==> src/rtl/pipe_ctrl_pkg.sv <==
// Shared definitions for the fetch/pipeline controller: next-PC select codes,
// FSM state encoding and redirect-target helpers.
package pipe_ctrl_pkg;

   localparam logic [1:0]  PC_SEQ = 2'b00;
   localparam logic [1:0]  PC_JAL = 2'b01;
   localparam logic [1:0]  PC_BR  = 2'b10;

   localparam logic [31:0] DEFAULT_RESET_VEC = 32'h0000_0000;

   typedef enum logic [1:0] {
      ST_BOOT      = 2'b00,
      ST_RUN       = 2'b01,
      ST_IMEM_WAIT = 2'b10
   } state_t;

   // Redirect targets are word-aligned by dropping the two low bits.
   function automatic logic [31:0] align_tgt(input logic [31:0] tgt);
      return {tgt[31:2], 2'b00};
   endfunction

   function automatic logic is_misaligned(input logic [31:0] tgt);
      return (tgt[1:0] != 2'b00);
   endfunction

endpackage

==> src/rtl/sat_counter.sv <==
// Saturating up-counter used for the pipeline performance counters.
module sat_counter #(
   parameter int W = 16
) (
   input  logic         clk,
   input  logic         rst_n,
   input  logic         inc,
   output logic [W-1:0] count
);

   always_ff @(posedge clk or negedge rst_n) begin
      if (!rst_n) begin
         count <= '0;
      end else if (inc && (count != {W{1'b1}})) begin
         count <= count + 1'b1;
      end
   end

endmodule

==> src/rtl/pipe_ctrl.sv <==
// Fetch-stage PC sequencing, F/D and D/E bubble control, per-stage valid
// tracking and stall/flush performance counting.
//
//   state        | meaning
//   -------------+------------------------------------------------------
//   ST_BOOT      | first cycle after reset, no fetch issued
//   ST_RUN       | fetch request outstanding, last fetch returned/stalled
//   ST_IMEM_WAIT | fetch request outstanding, instruction memory missed
module pipe_ctrl
   import pipe_ctrl_pkg::*;
#(
   parameter logic [31:0] RESET_VEC = DEFAULT_RESET_VEC,
   parameter int          CNT_W     = 16
) (
   input  logic             clk,
   input  logic             rst_n,
   input  logic             stall,
   input  logic             flush,
   input  logic [1:0]       pc_sel,
   input  logic [31:0]      jal_tgt,
   input  logic [31:0]      br_tgt,
   input  logic [31:0]      jalr_tgt,
   input  logic             imem_valid,
   output logic [31:0]      pc,
   output logic             imem_req,
   output logic             fd_en,
   output logic             fd_bubble,
   output logic             de_bubble,
   output logic             v_d,
   output logic             v_e,
   output logic             v_m,
   output logic             v_w,
   output logic [CNT_W-1:0] stall_cnt,
   output logic [CNT_W-1:0] flush_cnt,
   output logic             misalign
);

   state_t      state;
   logic        f_fire;
   logic        redirect;
   logic [31:0] redirect_tgt;
   logic [31:0] pc_next;

   always_comb begin
      f_fire    = (state != ST_BOOT) && imem_valid && !stall && !flush;
      imem_req  = 1'b0;
      fd_en     = 1'b0;
      fd_bubble = 1'b1;
      de_bubble = 1'b0;
      if (state != ST_BOOT) begin
         imem_req = 1'b1;
         if (stall) begin
            fd_en     = 1'b0;
            fd_bubble = 1'b0;
            de_bubble = 1'b1;
         end else if (flush) begin
            fd_en     = 1'b1;
            fd_bubble = 1'b1;
         end else if (imem_valid) begin
            fd_en     = 1'b1;
            fd_bubble = 1'b0;
         end else begin
            fd_en     = 1'b1;
            fd_bubble = 1'b1;
         end
      end
   end

   // A JALR flush wins over any PC_SEL redirect of the instruction in fetch.
   always_comb begin
      redirect     = 1'b0;
      redirect_tgt = jalr_tgt;
      if ((state != ST_BOOT) && !stall) begin
         if (flush) begin
            redirect     = 1'b1;
            redirect_tgt = jalr_tgt;
         end else if (imem_valid) begin
            case (pc_sel)
               PC_JAL: begin
                  redirect     = 1'b1;
                  redirect_tgt = jal_tgt;
               end
               PC_BR: begin
                  redirect     = 1'b1;
                  redirect_tgt = br_tgt;
               end
               default: begin
                  redirect     = 1'b0;
                  redirect_tgt = jalr_tgt;
               end
            endcase
         end
      end
      pc_next = pc;
      if (redirect) begin
         pc_next = align_tgt(redirect_tgt);
      end else if (f_fire) begin
         pc_next = pc + 32'd4;
      end
   end

   always_ff @(posedge clk or negedge rst_n) begin
      if (!rst_n) begin
         state    <= ST_BOOT;
         pc       <= RESET_VEC;
         v_d      <= 1'b0;
         v_e      <= 1'b0;
         v_m      <= 1'b0;
         v_w      <= 1'b0;
         misalign <= 1'b0;
      end else begin
         pc  <= pc_next;
         v_m <= v_e;
         v_w <= v_m;
         if (redirect && is_misaligned(redirect_tgt)) begin
            misalign <= 1'b1;
         end
         case (state)
            ST_BOOT: begin
               state <= ST_RUN;
               v_d   <= 1'b0;
               v_e   <= v_d;
            end
            default: begin
               state <= (imem_valid || stall) ? ST_RUN : ST_IMEM_WAIT;
               if (stall) begin
                  v_e <= 1'b0;
               end else begin
                  v_e <= v_d;
                  v_d <= f_fire;
               end
            end
         endcase
      end
   end

   sat_counter #(.W(CNT_W)) u_stall_cnt (
      .clk   (clk),
      .rst_n (rst_n),
      .inc   (stall),
      .count (stall_cnt)
   );

   sat_counter #(.W(CNT_W)) u_flush_cnt (
      .clk   (clk),
      .rst_n (rst_n),
      .inc   (flush && !stall),
      .count (flush_cnt)
   );

endmodule

==> config.mk <==
export PLATFORM = sky130hd
export DESIGN_NAME = pipe_ctrl
export DESIGN_NICKNAME = d
export VERILOG_FILES = /design/src/rtl/pipe_ctrl_pkg.sv /design/src/rtl/sat_counter.sv /design/src/rtl/pipe_ctrl.sv
export SDC_FILE = /design/constraint.sdc
export NUM_CORES = 1
export LEC_CHECK = 0
export CAP_MARGIN = 10
export CORE_MARGIN = 1.5
export CORE_UTILIZATION = 25
export DETAILED_ROUTE_END_ITERATION = 10
export GPL_TIMING_DRIVEN = 1
export PLACE_DENSITY = 0.54
export SLEW_MARGIN = 30
export SYNTH_ARGS = -nofsm -noshare
export SYNTH_HDL_FRONTEND = slang
export SYNTH_SLANG_ARGS = --single-unit
==> constraint.sdc <==
create_clock -name clk -period 2.8 [get_ports clk]
set_clock_uncertainty 0.15 [all_clocks]
set_input_delay 0.56 -clock clk [delete_from_list [all_inputs] [get_ports clk]]
set_output_delay 0.56 -clock clk [all_outputs]
set_load 0.01 [all_outputs]
==> impl_results.md <==
- Slew Limit Headroom: 54.6%
- Status: completed
- Min Tclk post-route: 2.68 ns
- Hold Vio Cnt, Final: 0
- Slew Viols, Final: 0
- Critical Path Source Type: input pin
- Maximum vdd drop: roughly 300 µV
- Sequential area share after synthesis: 42.7%
- FILL cells: roughly 1500
- Worst R2R End: pc[27]
- Sink Count: 69
- Final Cycle Share: 95.7%
- CP max-delay cell: clkdlybuf4s50_1
- Vias in the first global route: approximately 4000
- CP peak stage delay: between 0.5 and 0.6 ns
- Int Power: about 0.0027 W
- Combinational share of power: around 29%
- CP cell instances: clkdlybuf4s50_1 > o21bai_2 > inv_2 > clkdlybuf4s50_1
- Worst skew pair latency: ~0.35 ns
- Yosys reg bits: 69
- GPL Wtd Cong: between 0.8 and 0.9
- Synthesized netlist cell count: about 420
- DR WL/cell: around 17 µm
- Setup slack at placement: -0.0343 ns
- Ys async rst share: 100%
- FP Rows: between 40 and 50
- Multi-input gate area in the final layout: 0.00217 mm²
- Worst slew pin tran: about 0.68 ns
- Switch share: between 20% and 30%
- R2r setup slk: a little over 0.6 ns
- Post-synth EDFFs: 0
- Warnings from Yosys: 0
- DR DRC count: 0
- Synth area leaders: dfrtp_1, xnor2_1, a221o_1, o211ai_1, xor2_1
- Critical path fanouts, max: 7
- Die Span Y: 130 µm
- Max Root-Sink Buffers: 2
- Post CTS Setup Buffer Count: 0
- Area Growth Syn to Fin: 63.2%
- Clock network power share: about a third
- Achievable Freq: about 370 MHz
- Global-route wire length before repair: 21.5 mm
- Register area: around 0.0017 mm²
- Die area: between 0.015 and 0.02 mm²
- Ant diodes: 0
- Hold crit path type: input pin to async pin
- Switch Pwr: about 0.0011 W
- DR iter-0 viols: 210
- CP arrival: just under 2 ns
- DRT Pass-1 Iters: 4
- Aggregate global-route resource usage: between 10% and 20%
- Crit path kind: input pin to output port
- Reg clk slew, reported paths: around 0.050 ns
- Mapped cell area: just over 0.004 mm²
- Syn avg cell area: between 9 and 10 µm²
- Most frequent CP cell: clkdlybuf4s50_1
- Yosys top cell area share: between 40% and 50%
- Critical path required time: about 2.1 ns
- Lkg Pwr: between 2 and 3 nW
- Worst Path Buf+Inv: 3
- Largest net degree at the start of global routing: 70
- Most area-hungry cell type in the Yosys netlist: dfrtp_1
- Die extent in x: ~130 µm
- Initial core utilization: about a quarter
- Unrepaired setup endpoints after global routing: no
- H-tree levels: 3
- Synth top cells by count: dfrtp_1, xnor2_1, a221o_1, o211ai_1, nand3_1
- Register share of total power: 37.0%
- Finish-stage setup viols: 0
- Core area: 0.0158 mm²
- R2R cell count: 5
- GR Overflow Total: 0
- Vias per inst: 4.85
- Area after DPL: ~0.0062 mm²
- IO Port Bufs: 173
- Power Density: 585 mW/mm²
- FF-to-FF Start: pc[8]
- # IOs: roughly 180
- Routed via count: between 3000 and 4000
- Top cell family by delay on the critical path: buffers and inverters
- Most common flop cell mapped by yosys: dfrtp_1
- Cts bufs inserted: 9
- Layout cells sized above 1: 10.0%
- Design area: between 0.006 and 0.007 mm²
- Fin nets: 711
- Netlist cell types: between 50 and 60
- TritonCTS clock tree: built
- CTS root buffer: clkbuf_16
- HPWL Detailed: ~11 mm
- Final core utilization: a little over two fifths
- Most common cell in the netlist: dfrtp_1
- Endpoint class of the critical path: output port
- Final WS setup: 0.120 ns
- Antenna violations before repair: 0
- Max-cap violations: 0
- Post-route ant nets: 0
- Final WL: about 14 mm
- Setup tns final: 0 ns
==> power by group through the flow <==
| stage | clock, W | combinational [W] | sequential (W) |
|---|---|---|---|
| 3_3_place_gp | 0 | 0.00112 | 0.00142 |
| 5_1_grt | 0.00137 | 0.00121 | 0.00145 |
| 2_1_floorplan | 0 | 0.000378 | 0.00147 |
| 4_1_cts | 0.00134 | 0.00113 | 0.00143 |
| 6_report | 0.00131 | 0.00112 | 0.00143 |
| 3_5_place_dp | 0 | 0.00113 | 0.00144 |
==> layout by cell type (no fill, tap or decap), drive strengths merged, types with 3 or more instances in the layout <==
cell type      netlist  final
nor3                19     19
ha                   5      5
o211ai              25     25
inv                 12     13
nor4                 4      4
nand2               21     21
buf                  7     29
clkdlybuf4s50        0    170
clkbuf              18     13
xnor2               38     38
nand2b               3      3
a21o                 3      3
a21oi                7      7
a22oi                5      5
dfrtp               69     69
nor2b                4      4
nor2                20     20
nand3               22     22
and4                 6      6
a221o               25     25
o21ai               29     29
and3                 8      8
xor2                16     16
a211oi               3      3
nand4               18     18
==> worst max-delay path by stage <==
stage | slack [ns] | startpoint | cells after the start | endpoint
6_report | 0.12 | stall | 4 | fd_en
5_1_grt | 0.05 | stall | 4 | de_bubble
4_1_cts | 0.01 | stall | 4 | fd_en
3_5_place_dp | -0.03 | pc_sel[0] | 8 | pc[26]
3_3_place_gp | -0.02 | pc_sel[0] | 8 | pc[25]
2_1_floorplan | 0.48 | stall | 8 | pc[16]
==> sequential cells by signal, indices dropped and copies added, names as in the netlist <==
| name | cells |
|---|---|
| u_flush_cnt.count | 16 |
| v_w | 1 |
| pc | 30 |
| state | 2 |
| misalign | 1 |
| v_d | 1 |
| v_e | 1 |
| v_m | 1 |
| u_stall_cnt.count | 16 |
==> metrics by stage <==
| step | hold slack [ns] | power [W] | std cells |
|---|---|---|---|
| after floorplan | 0.114 | 0.00185 | 416 |
| after CTS | 0.228 | 0.00390 | 824 |
| final | 0.0594 | 0.00386 | 824 |
| after global routing | 0.131 | 0.00404 | 824 |
| after global placement | 0.210 | 0.00254 | 808 |
| after detailed placement | 0.216 | 0.00257 | 808 |
==> kinds of logic (layout without fill, tap and decap cells) <==
group	Yosys count	in the layout	share of synthesized area (%)
buffers and inverters	38	230	4.12
multiplexers	4	4	1.05
XOR/XNOR	54	54	11.7
other	1	2	0.0928
flip-flops	69	69	42.7
AO/OA/AOI/OAI	108	108	19.8
adder cells (fa/ha/maj)	5	5	1.55
AND/OR/NAND/NOR	136	136	19.0
==> what timing repair did <==
item | 4_1_cts | 5_1_grt
hold buffers | 0 | 0
gates resized for setup | 1 | 3
setup endpoints to repair | 1 | 2
==> per-layer routing <==
metal  global-route usage, %  wire [µm]  up-vias  part of all wire [%]
met5                       0          0        -                     0
met4                    7.25        306        0                   2.2
met3                    4.63       1180       17                   8.4
met2                    27.1       6450      168                    46
met1                    21.5       6090     1873                    43
li1                        -          -     1939                     -
==> cell type report <==
class	count	area share, %
Sequential cell	69	26.2
Clock buffer	13	4.25
Timing Repair Buffer	201	30.8
Inverter	13	0.740
Multi-Input combinational cell	309	32.9
Clock inverter	3	0.987
Tap cell	216	4.10
Power figures use the tool's default switching activity.
